===== src/rtl/aes_gcm_pkg.sv =====
// Shared types and constants for the GCM datapath: block width, AES pipeline
// depth and the requester tag carried alongside each in-flight block.
package aes_gcm_pkg;
  localparam int BLOCK_W = 128;
  localparam int AES_LAT = 12;

  typedef logic [0:0] req_id_t;

  typedef struct packed {
    logic    vld;
    req_id_t id;
  } tag_t;
endpackage


===== src/rtl/rr_arb2.sv =====
// Two-way round-robin arbiter with credit masking. The requester served last
// yields to the other one when both are valid and eligible.
module rr_arb2
  import aes_gcm_pkg::*;
(
  input  logic [1:0] valid,
  input  logic [1:0] elig,
  input  req_id_t    last,
  output logic [1:0] grant
);

  logic [1:0] cand;

  assign cand     = valid & elig;
  assign grant[0] = cand[0] & ~(cand[1] & (last == 1'b0));
  assign grant[1] = cand[1] & ~(cand[0] & (last == 1'b1));

endmodule


===== src/rtl/aes_pipe_arbiter.sv =====
// Shares one pipelined AES unit between two requesters: round-robin issue,
// tag tracking across the fixed AES latency, result routing and credit limits.
module aes_pipe_arbiter
  import aes_gcm_pkg::*;
#(
  parameter int LAT          = AES_LAT,
  parameter int MAX_INFLIGHT = 8
) (
  input  logic               clk,
  input  logic               rst,
  input  logic [BLOCK_W-1:0] req0_data,
  input  logic               req0_valid,
  output logic               req0_ready,
  input  logic [BLOCK_W-1:0] req1_data,
  input  logic               req1_valid,
  output logic               req1_ready,
  output logic [BLOCK_W-1:0] aes_in,
  output logic               aes_vin,
  input  logic [BLOCK_W-1:0] aes_out,
  input  logic               aes_vout,
  output logic [BLOCK_W-1:0] rsp0_data,
  output logic               rsp0_valid,
  output logic [BLOCK_W-1:0] rsp1_data,
  output logic               rsp1_valid,
  output logic [7:0]         inflight0,
  output logic [7:0]         inflight1,
  output logic               err
);

  // Handshake: a block transfers on an edge where valid and ready are both
  // high. Ready never looks at its own valid, only at credit and at the other
  // requester's valid, so a source may hold valid and wait without a loop.
  // Responses have no backpressure: rsp*_valid is a one-cycle strobe.

  req_id_t    last;
  logic [1:0] elig;
  logic [1:0] grant;
  logic [1:0] inc;
  logic [1:0] dec;
  logic [7:0] inflight0_nxt;
  logic [7:0] inflight1_nxt;
  tag_t       tag_q [LAT];
  tag_t       head;

  assign elig[0] = inflight0 < 8'(MAX_INFLIGHT);
  assign elig[1] = inflight1 < 8'(MAX_INFLIGHT);

  rr_arb2 u_arb (
    .valid (({req1_valid, req0_valid})),
    .elig  (elig),
    .last  (last),
    .grant (grant)
  );

  assign req0_ready = elig[0] & ~(req1_valid & elig[1] & (last == 1'b0));
  assign req1_ready = elig[1] & ~(req0_valid & elig[0] & (last == 1'b1));

  // The head is the tag issued LAT edges ago, aligned with aes_vout.
  assign head = tag_q[LAT-1];

  always_comb begin
    inc           = grant;
    dec[0]        = head.vld & (head.id == 1'b0);
    dec[1]        = head.vld & (head.id == 1'b1);
    inflight0_nxt = inflight0 + 8'(inc[0]) - 8'(dec[0]);
    inflight1_nxt = inflight1 + 8'(inc[1]) - 8'(dec[1]);
  end

  always_ff @(posedge clk) begin
    if (rst) begin
      aes_in     <= '0;
      aes_vin    <= 1'b0;
      last       <= 1'b1;
      rsp0_data  <= '0;
      rsp0_valid <= 1'b0;
      rsp1_data  <= '0;
      rsp1_valid <= 1'b0;
      inflight0  <= '0;
      inflight1  <= '0;
      err        <= 1'b0;
      for (int i = 0; i < LAT; i++) tag_q[i] <= '0;
    end else begin
      aes_vin <= |grant;
      if (grant[0]) begin
        aes_in <= req0_data;
        last   <= 1'b0;
      end else if (grant[1]) begin
        aes_in <= req1_data;
        last   <= 1'b1;
      end

      tag_q[0] <= '{vld: |grant, id: grant[1]};
      for (int i = 1; i < LAT; i++) tag_q[i] <= tag_q[i-1];

      rsp0_valid <= head.vld & aes_vout & (head.id == 1'b0);
      rsp1_valid <= head.vld & aes_vout & (head.id == 1'b1);
      if (head.vld & aes_vout & (head.id == 1'b0)) rsp0_data <= aes_out;
      if (head.vld & aes_vout & (head.id == 1'b1)) rsp1_data <= aes_out;

      // A mismatch drops the response but still retires the credit.
      if (head.vld != aes_vout) err <= 1'b1;

      inflight0 <= inflight0_nxt;
      inflight1 <= inflight1_nxt;
    end
  end

endmodule


===== config.mk =====
export PLATFORM = sky130hd
export DESIGN_NAME = aes_pipe_arbiter
export DESIGN_NICKNAME = d
export VERILOG_FILES = /design/src/rtl/aes_gcm_pkg.sv /design/src/rtl/rr_arb2.sv /design/src/rtl/aes_pipe_arbiter.sv
export SDC_FILE = /design/constraint.sdc
export NUM_CORES = 1
export LEC_CHECK = 0
export CAP_MARGIN = 25
export CORE_AREA = 3 3 306 308
export CTS_CLUSTER_SIZE = 25
export DETAILED_ROUTE_END_ITERATION = 10
export DIE_AREA = 0 0 309 311
export PLACE_DENSITY = 0.45
export SYNTH_ARGS = -nofsm -noshare
export SYNTH_HDL_FRONTEND = slang
export SYNTH_SLANG_ARGS = --single-unit

===== constraint.sdc =====
create_clock -name clk -period 4 [get_ports clk]
set_clock_uncertainty 0.2 [all_clocks]
set_input_delay 0.8 -clock clk [delete_from_list [all_inputs] [get_ports clk]]
set_output_delay 0.8 -clock clk [all_outputs]
set_load 0.005 [all_outputs]

==> results.yml, run 1 <==
synth:
  synthFlopType: "dfxtp_1"
  synth_area_leaders: "dfxtp_1 54%, nand2_1 12%, a21oi_1 8.0%"
  ys_types: 39
  synth_enable_flop_cells: 0
  yosysTopAreaCell: "dfxtp_1"
  yosys_warnings: 0
  synth_top_area_share: 0.535
  ys_seq_area_frac: 0.535
  netlist_instances: 1753
  syn_area_sq_um: 16000
  synthArstFlopShare: 0
  ys_ff_latch: 428
  synth_nets: 2165
  avgSynthCellArea_sq_um: 9.14
sta:
  finalSetupViolCount: 0
  relSlewSlack: 0.243
  slew_violations: 0
  finalCriticalPeriod_ns: 3.44
  tns_ns: 0
  hold-worst-slack_ns: 0.214
  hold_viol: 0
  rsz0062_at_grt: "no"
  tightest_slew_ns: 1.14
  max_freq_mhz: 291
  period_share: 0.860
placed_design:
  placed_cells: 3642
  dp_hpwl_um: 58500
  gp_congestion: 0.890
  io_buffers: 794
cells_and_area:
  multi_input_area_sq_um: 6710
  fillers: 9559
  nets: 2924
  areaGrowthSynthToFinish_pct: 69.9
  seqCellArea_sq_um: 8570
  drive_gt1_frac: 0.0556
  fin_cells: 3745
global_route:
  grt_overflow_total: 0
  antenna_found_initial: 16
  grt_pass1_wl_um: 107000
  grt_max_degree: 194
  grt_usage: 0.150
  first_global_vias: 15100
setup_path:
  r2r_setup_slack_ns: 0.82
  r2r-start: "inflight0[4]"
  crit_cells: 5
  required_ns: 3.00
  crit_fanout: 3
  r2r_cells: 13
  critPathTopFamily: "buffers and inverters"
  path_class: "flip-flop to output port"
  crit_path_end_kind: "output port"
  reg2reg_to: "inflight1[6]"
  slowest_stage: "clkdlybuf4s50_1"
  startpoint_type: "flip-flop"
  crit_path_cell_trace: "inv_1 -> ha_1 -> and4b_1 -> a211oi_1 -> clkdlybuf4s50_1"
  worst_ep_arrival_time_ns: 2.44
  critical_path_buf_inv_count: 2
  critPathMaxStageDelay_ns: 0.57
floorplanning:
  die_h_um: 311
  ios: 795
  dieArea_sq_um: 96100
  start_util: 0.175
  die_w_um: 309
  row_count: 111
  core_area_sq_um: 91400
outcome:
  outcome: "finished clean"
clock_tree:
  htree_levels: 2
  worstSkewPairLatency_ns: 0.60
  cts.clk_slew.worst_paths_ns: 0.06
  post_cts_buffers: 0
  cts.path.max_buffers: 3
  cts-root-buf: "clkbuf_16"
  post_cts_resized: 0
  cts_tree: "built"
  postCtsHoldBufs: 0
  cts_made_buffers: 53
  cts.sinks: 428
job:
  maxCapViolCount: 0
power:
  p_per_area_nw_per_um2: 525
  power_leakage_nw: 9.92
  ir_drop_mv: 0.388
  total_power_mw: 14.3
routing:
  wl_um: 76200
  detail_route.wl_per_cell_um: 20.3
  drc: 0
  drtIter0Drc: 944
  num_vias: 15400
  drt_first_pass_iters: 5
  detail_route.vias_per_cell: 4.10
  ant_nets: 0
worst_hold_path:
  hold_end: "tag_q[2][3]"
  min_path_cells: 1
  min_from: "tag_q[2][1]"
  hp-class: "flip-flop to flip-flop"
-- worst register-to-register path: cells and delay by family, from the launching register on --
family,cells,cell delay [ns]
buffers and inverters,3,0.21
AND/OR/NAND/NOR,4,0.92
AO/OA/AOI/OAI,2,0.49
adder cells (fa/ha/maj),4,0.91
flip-flops,1,0.38
-- power breakdown --
| group | internal [mW] | switching [mW] | leakage [nW] | total (mW) |
|---|---|---|---|---|
| clock network | 3.32 | 1.95 | 0.953 | 5.27 |
| registers | 4.81 | 0.326 | 3.47 | 5.14 |
| logic | 2.11 | 1.78 | 5.50 | 3.89 |
| total | 10.2 | 4.05 | 9.92 | 14.3 |
-- Yosys cell counts (all sizes together), types with 3 or more instances --
master and instances:
a21o 3, a211oi 7, o21ai 11, nand2 518, a21oi 257, inv 22, nor3 7, nand2b 3
clkbuf 56, buf 76, o21bai 4, o2bb2ai 128, nor2b 32, ha 21, nor2 18, dfxtp 428
a31oi 6, mux2i 128
-- routing by layer --
layer / GRT usage / vias to the layer above / wire, um
met5: 0 / - / 65
met4: 0.0485 / 10 / 2160
met3: 0.0449 / 100 / 5670
met2: 0.258 / 504 / 37300
met1: 0.177 / 7279 / 31000
li1: - / 7475 / -
-- kinds of logic (layout without fill, tap and decap cells) --
logic type | Yosys count | after routing | synth area share
buffers and inverters | 155 | 955 | 0.0485
AND/OR/NAND/NOR | 595 | 595 | 0.150
AO/OA/AOI/OAI | 422 | 422 | 0.166
other | 0 | 6 | 0
multiplexers | 130 | 130 | 0.0814
flip-flops | 428 | 428 | 0.535
adder cells (fa/ha/maj) | 23 | 23 | 0.0189
-- metrics by stage --
stage / cell area [sq um] / setup WS (ns) / util
3_5_place_dp: 25200 / 0.310 / 0.276
3_3_place_gp: 25200 / 0.381 / 0.276
4_1_cts: 27200 / 0.503 / 0.297
5_1_grt: 27200 / 0.432 / 0.298
6_report: 27200 / 0.560 / 0.298
2_1_floorplan: 16000 / 0.858 / -
-- how the worst max path moves through the flow --
stage	startpoint	end	slack (ns)
floorplan	req0_valid	inflight0[6]	0.86
global route	inflight0[4]	req1_ready	0.43
finish	inflight0[4]	req1_ready	0.56
CTS	inflight0[4]	req1_ready	0.50
detailed placement	req0_valid	inflight1[7]	0.31
global placement	req0_valid	inflight1[7]	0.38
-- layout by cell type, fill, tap and decap left out, types with 2 or more instances in the layout --
cell             Yosys  layout
a21o_1               3       3
o21ai_0             10      10
buf_4                2      31
clkdlybuf4s50_1      0     793
bufinv_16            0       9
clkbuf_1            56       7
o31a_1               2       2
clkinv_2             0       8
nand3_1              2       2
fa_1                 2       2
clkbuf_8             0      13
a21oi_1            257     257
or4_1                2       2
nand2b_1             3       2
diode_2              0       6
nor2_1              18      17
nand2_4              0       2
dfxtp_1            428     428
ha_1                21      21
nand4_1              2       2
nor3b_1              2       2
mux2i_1            128     128
o21bai_1             4       4
nor4_1               2       2
clkbuf_16            0      55
o2bb2ai_1          128     128
nor3_1               7       7
a31oi_1              6       6
buf_12               0      10
nand2_1            518     516
a211oi_1             7       7
inv_1               22      22
mux2_2               2       2
or3_1                2       2
o211ai_1             2       2
nor2b_1             32      31
o21a_1               2       2
-- layout make-up --
class | instances | area share
Inverter | 23 | 0.00317
Antenna cell | 6 | 0.000552
Multi-Input combinational cell | 1170 | 0.247
Clock buffer | 75 | 0.0581
Timing Repair Buffer | 836 | 0.309
Clock inverter | 21 | 0.0127
Sequential cell | 428 | 0.315
Tap cell | 1186 | 0.0545
-- state kept, by name, summed over array words and instances, names as in the netlist --
| signal | count |
|---|---|
| aes_in | 128 |
| rsp0_data | 128 |
| rsp1_data | 128 |
| tag_q | 24 |
| inflight0 | 8 |
| inflight1 | 8 |
| err | 1 |
| last | 1 |
| rsp0_valid | 1 |
| rsp1_valid | 1 |
Power figures use the tool's default switching activity.
==> run 2, diff against run 1 <==
--- a/config.mk
+++ b/config.mk
@@ -6,11 +6,13 @@
 export NUM_CORES = 1
 export LEC_CHECK = 0
 export CAP_MARGIN = 25
-export CORE_AREA = 3 3 306 308
+export CELL_PAD_IN_SITES_DETAIL_PLACEMENT = 1
+export CELL_PAD_IN_SITES_GLOBAL_PLACEMENT = 2
+export CORE_AREA = 3 3 308 310
 export CTS_CLUSTER_SIZE = 25
 export DETAILED_ROUTE_END_ITERATION = 10
-export DIE_AREA = 0 0 309 311
-export PLACE_DENSITY = 0.45
+export DIE_AREA = 0 0 311 313
+export PLACE_DENSITY = 0.68
 export SYNTH_ARGS = -nofsm -noshare
 export SYNTH_HDL_FRONTEND = slang
 export SYNTH_SLANG_ARGS = --single-unit
==> run 2 against run 1 <==
  * Register-to-register slack improved by 0.02 ns
  * Total power down 3.3%
  * Via count rose by 1.3%
  * Sequential share of layout area is 0.16 points higher
  * Largest cell class unchanged
  * First-iteration DRC count fell by 22%
  * Final area fell by 0.51%
  * Die area is 1.3% higher
  * Clock-buffer cell count grew 6
  * Critical path depth unchanged
  * Critical path type unchanged
==> results.yml, run 2 (synthesized netlist as in run 1, its figures left out) <==
power:
  power_switching_share: 0.294
  p_int_mw: 9.76
  ir_drop_mv: 0.457
  p_per_area_nw_per_um2: 511
  power_leakage_nw: 9.78
  clock_power_share: 0.350
  power_frac_comb: 0.276
  p_sw_mw: 4.07
  power_frac_seq: 0.373
clock_tree:
  postCtsHoldBufs: 0
  cts.sinks: 428
  cts.clk_slew.worst_paths_ns: 0.06
  cts-root-buf: "clkbuf_16"
  post_cts_buffers: 0
  cts_tree: "built"
  cts_made_buffers: 53
  htree_levels: 2
  post_cts_resized: 0
  cts.path.max_buffers: 3
  worstSkewPairLatency_ns: 0.60
setup_path:
  slowest_stage: "clkdlybuf4s50_1"
  critPathMaxStageDelay_ns: 0.60
  worst_ep_arrival_time_ns: 2.45
  startpoint_type: "flip-flop"
  critPathTopFamily: "buffers and inverters"
  crit_path_cell_trace: "inv_1 -> ha_1 -> and4b_1 -> a211oi_1 -> clkdlybuf4s50_1"
  required_ns: 3.00
  crit_fanout: 3
  critical_path_buf_inv_count: 2
  path_class: "flip-flop to output port"
  crit_path_end_kind: "output port"
global_route:
  grt_overflow_total: 0
  antenna_found_initial: 20
  first_global_vias: 16300
  grt_max_degree: 130
  grt_pass1_wl_um: 114000
  grt_usage: 0.154
placed_design:
  placed_area_sq_um: 25300
  gp_congestion: 0.856
  io_buffers: 794
  dp_hpwl_um: 60900
worst_hold_path:
  hp-class: "flip-flop to flip-flop"
routing:
  drtIter0Drc: 732
  detail_route.wl_per_cell_um: 20.9
  wl_um: 79400
  num_vias: 15600
  ant_nets: 0
  drt_first_pass_iters: 4
  drc: 0
  detail_route.vias_per_cell: 4.10
sta:
  rsz0062_at_grt: "no"
  finalSetupViolCount: 0
  max_freq_mhz: 290
  tightest_slew_ns: 1.12
  finalCriticalPeriod_ns: 3.45
  slew_violations: 0
  period_share: 0.862
  relSlewSlack: 0.252
  hold_viol: 0
  tns_ns: 0
floorplanning:
  die_h_um: 313
  dieArea_sq_um: 97300
  core_area_sq_um: 91900
  ios: 795
  die_w_um: 311
  row_count: 111
  start_util: 0.174
outcome:
  outcome: "finished clean"
cells_and_area:
  design_area_sq_um: 27100
  fillers: 10600
  final_common_cell: "clkdlybuf4s50_1"
  final_cell_mix: "793 x clkdlybuf4s50_1, 516 x nand2_1, 428 x dfxtp_1"
  drive_gt1_frac: 0.0489
  areaGrowthSynthToFinish_pct: 69.0
  largestRegisters: "aes_in: 128 flops, rsp0_data: 128 flops, rsp1_data: 128 flops"
  nets: 2909
job:
  maxCapViolCount: 0
[run 2: cell types whose count changed in the layout (fill, tap and decap cells not counted), moves of 2 or more]
cell        delta
diode_2        +9
clkbuf_8       +6
bufinv_16      -8
clkinvlp_4     +2
buf_4         -19
buf_12         +5
[run 2: power by group through the flow]
stage / clock network (mW) / registers, mW / logic (mW)
final: 4.84 / 5.16 / 3.82
after global placement: 0 / 5.22 / 3.81
after CTS: 5.08 / 5.16 / 3.88
after global routing: 5.25 / 5.23 / 4.10
after detailed placement: 0 / 5.24 / 3.86
after floorplan: 0 / 5.21 / 1.73
[run 2: per-layer routing]
metal | GRT usage | vias to the layer above | wire length [um] | share of wire
met3 | 0.0425 | 92 | 5790 | 0.073
met5 | 0 | - | 21 | 0.00026
li1 | - | 7454 | - | -
met2 | 0.266 | 404 | 39400 | 0.50
met1 | 0.188 | 7613 | 32500 | 0.41
met4 | 0.0447 | 4 | 1670 | 0.021
[run 2: area by class of cell]
class / count / area, sq um / share of cell area
flip-flops and latches: 428 / 8570 / 0.317
repair buffers: 821 / 8340 / 0.308
multi-input cells: 1170 / 6710 / 0.248
clock buffers: 81 / 1640 / 0.0607
well taps: 1243 / 1560 / 0.0575
clock inverters: 13 / 124 / 0.00458
inverters: 23 / 86.3 / 0.00319
diodes: 15 / 37.5 / 0.00139
[run 2: worst register-to-register path: stages, from the launching register on]
cell and delay [ns]:
dfxtp_1 0.38, inv_1 0.08, ha_1 0.23, and4b_1 0.27
a21o_1 0.22, ha_1 0.28, inv_1 0.04, ha_1 0.20
inv_1 0.08, fa_1 0.19, nor2b_1 0.08, o31a_1 0.27
or4_1 0.48, nand3_1 0.09
[run 2: worst paths after layout]
check	from	to	slack, ns	cells past startpoint
setup / recovery	inflight0[4]	req1_ready	0.55	5
hold / removal	tag_q[2][0]	tag_q[2][2]	0.23	1
setup reg to reg	inflight0[4]	inflight1[6]	0.84	13
hold reg to reg	tag_q[2][0]	tag_q[2][2]	0.23	1
[run 2: through the flow]
stage | utilization | std cells | worst slack (ns) | hold WS [ns] | power [mW]
5_1_grt | 0.294 | 3787 | 0.447 | 0.259 | 14.6
3_5_place_dp | 0.275 | 3685 | 0.331 | 0.225 | 9.10
4_1_cts | 0.294 | 3779 | 0.502 | 0.238 | 14.1
3_3_place_gp | 0.275 | 3685 | 0.362 | 0.217 | 9.04
6_report | 0.294 | 3794 | 0.552 | 0.234 | 13.8
2_1_floorplan | - | 1753 | 0.858 | 0.214 | 6.95
==> run 3, diff against run 2 <==
--- a/config.mk
+++ b/config.mk
@@ -8,10 +8,10 @@
 export CAP_MARGIN = 25
 export CELL_PAD_IN_SITES_DETAIL_PLACEMENT = 1
 export CELL_PAD_IN_SITES_GLOBAL_PLACEMENT = 2
-export CORE_AREA = 3 3 308 310
+export CORE_AREA = 2 2 307 309
 export CTS_CLUSTER_SIZE = 25
 export DETAILED_ROUTE_END_ITERATION = 10
-export DIE_AREA = 0 0 311 313
+export DIE_AREA = 0 0 309 311
 export PLACE_DENSITY = 0.68
 export SYNTH_ARGS = -nofsm -noshare
 export SYNTH_HDL_FRONTEND = slang
==> run 3 against run 2 <==
  * Sequential power about the same
  * Final area down 0.37%
  * Register-to-register slack got worse by 0.09 ns
  * Combinational power about the same
  * Via count grew 0.32%
  * Clock-buffer cell count fell by 4
  * Worst setup slack got worse by 0.069 ns
  * Sequential share of layout area increased by 0.12 points
  * Die area fell by 1.3%
==> results.yml, run 3 (synthesized netlist as in run 1, its figures left out) <==
outcome:
  outcome: "finished clean"
sta:
  max_freq_mhz: 284
  tns_ns: 0
  finalCriticalPeriod_ns: 3.52
  tightest_slew_ns: 1.14
  setup_ws_ns: 0.483
  hold_viol: 0
  slew_violations: 0
  rsz0062_at_grt: "no"
  hold-worst-slack_ns: 0.229
  finalSetupViolCount: 0
  relSlewSlack: 0.240
  period_share: 0.879
global_route:
  grt_usage: 0.154
  first_global_vias: 16300
  antenna_found_initial: 29
  grt_max_degree: 188
  grt_overflow_total: 0
  grt_pass1_wl_um: 111000
power:
  power_leakage_nw: 9.74
  p_per_area_nw_per_um2: 511
  total_power_mw: 13.8
  ir_drop_mv: 0.454
floorplanning:
  dieArea_sq_um: 96100
  row_count: 112
  core_area_sq_um: 92800
  die_w_um: 309
  die_h_um: 311
  start_util: 0.173
  ios: 795
setup_path:
  required_ns: 3.00
  worst_ep_arrival_time_ns: 2.52
  startpoint_type: "flip-flop"
  crit_path_end_kind: "output port"
  r2r_setup_slack_ns: 0.75
  crit_fanout: 3
  path_class: "flip-flop to output port"
routing:
  met1Wirelength_um: 31000
  num_vias: 15600
  drt_first_pass_iters: 4
  drtIter0Drc: 843
  wl_um: 77700
  detail_route.wl_per_cell_um: 20.4
  route.met3.wl_um: 6490
  detail_route.vias_per_cell: 4.10
  dr_wl_met2_um: 37400
  drc: 0
  ant_nets: 0
  dr.max_layer_used: "met5"
cells_and_area:
  design_area_sq_um: 27000
  areaGrowthSynthToFinish_pct: 68.4
  largestRegisters: "aes_in: 128 flops, rsp0_data: 128 flops, rsp1_data: 128 flops"
  fillers: 10700
  final_common_cell: "clkdlybuf4s50_1"
  seqCellArea_sq_um: 8570
  multi_input_area_sq_um: 6710
  nets: 2912
  final_cell_mix: "793 x clkdlybuf4s50_1, 516 x nand2_1, 428 x dfxtp_1"
  drive_gt1_frac: 0.0469
placed_design:
  dp_hpwl_um: 58700
  placed_area_sq_um: 25200
  gp_congestion: 0.893
  io_buffers: 794
  place_ws_ns: 0.261
worst_hold_path:
  hp-class: "flip-flop to flip-flop"
clock_tree:
  cts-root-buf: "clkbuf_16"
  worstSkewPairLatency_ns: 0.62
  cts_tree: "built"
  cts.path.max_buffers: 3
  cts.sinks: 428
  cts_made_buffers: 53
  htree_levels: 2
  postCtsHoldBufs: 0
  cts.clk_slew.worst_paths_ns: 0.05
  post_cts_resized: 0
  post_cts_buffers: 0
job:
  maxCapViolCount: 0
==> run 3: cell count changes in the layout (fill, tap and decap cells not counted) <==
cell | before | now
clkinvlp_4 | 3 | 1
clkinv_2 | 7 | 8
clkinv_8 | 1 | 0
diode_2 | 15 | 19
clkbuf_1 | 8 | 13
inv_16 | 1 | 0
buf_12 | 15 | 10
clkbuf_16 | 54 | 53
clkbuf_8 | 19 | 11
bufinv_16 | 1 | 3
buf_4 | 12 | 20
inv_6 | 0 | 2
==> run 3: power breakdown <==
group	total [mW]	switching, mW	internal (mW)
registers	5.17	0.357	4.81
logic	3.82	1.74	2.09
clock network	4.79	1.98	2.81
total	13.8	4.07	9.71
==> run 3: final cells by class <==
cell class / count / share of cell area
multi-input combinational: 1170 / 0.249
antenna: 19 / 0.00176
sequential: 428 / 0.318
inverter: 23 / 0.00320
clock buffer: 77 / 0.0566
tap: 1254 / 0.0582
clock inverter: 14 / 0.00575
timing repair buffer: 824 / 0.308
==> run 3: path summary, 6_finish.rpt <==
| check | from | to | cells after the start |
|---|---|---|---|
| min | tag_q[1][7] | tag_q[2][1] | 1 |
| min reg2reg | tag_q[1][7] | tag_q[2][1] | 1 |
| max reg2reg | inflight0[4] | inflight1[6] | 13 |
| max | inflight0[4] | req1_ready | 5 |
==> run 3: through the flow <==
step | util | instances
after floorplan | - | 1753
after detailed placement | 0.272 | 3699
final | 0.291 | 3809
after CTS | 0.290 | 3790
after global routing | 0.290 | 3799
after global placement | 0.272 | 3699
==> run 3: worst max-delay path, stage by stage (launching register included) <==
cell             delay, ns
dfxtp_1               0.39
inv_1                 0.09
ha_1                  0.25
and4b_1               0.28
a211oi_1              0.30
clkdlybuf4s50_1       0.58
==> run 3: metal layers <==
metal,vias to the layer above,GRT usage
met5,-,0
met4,20,0.0647
met3,147,0.0484
met2,461,0.258
met1,7526,0.181
li1,7463,-
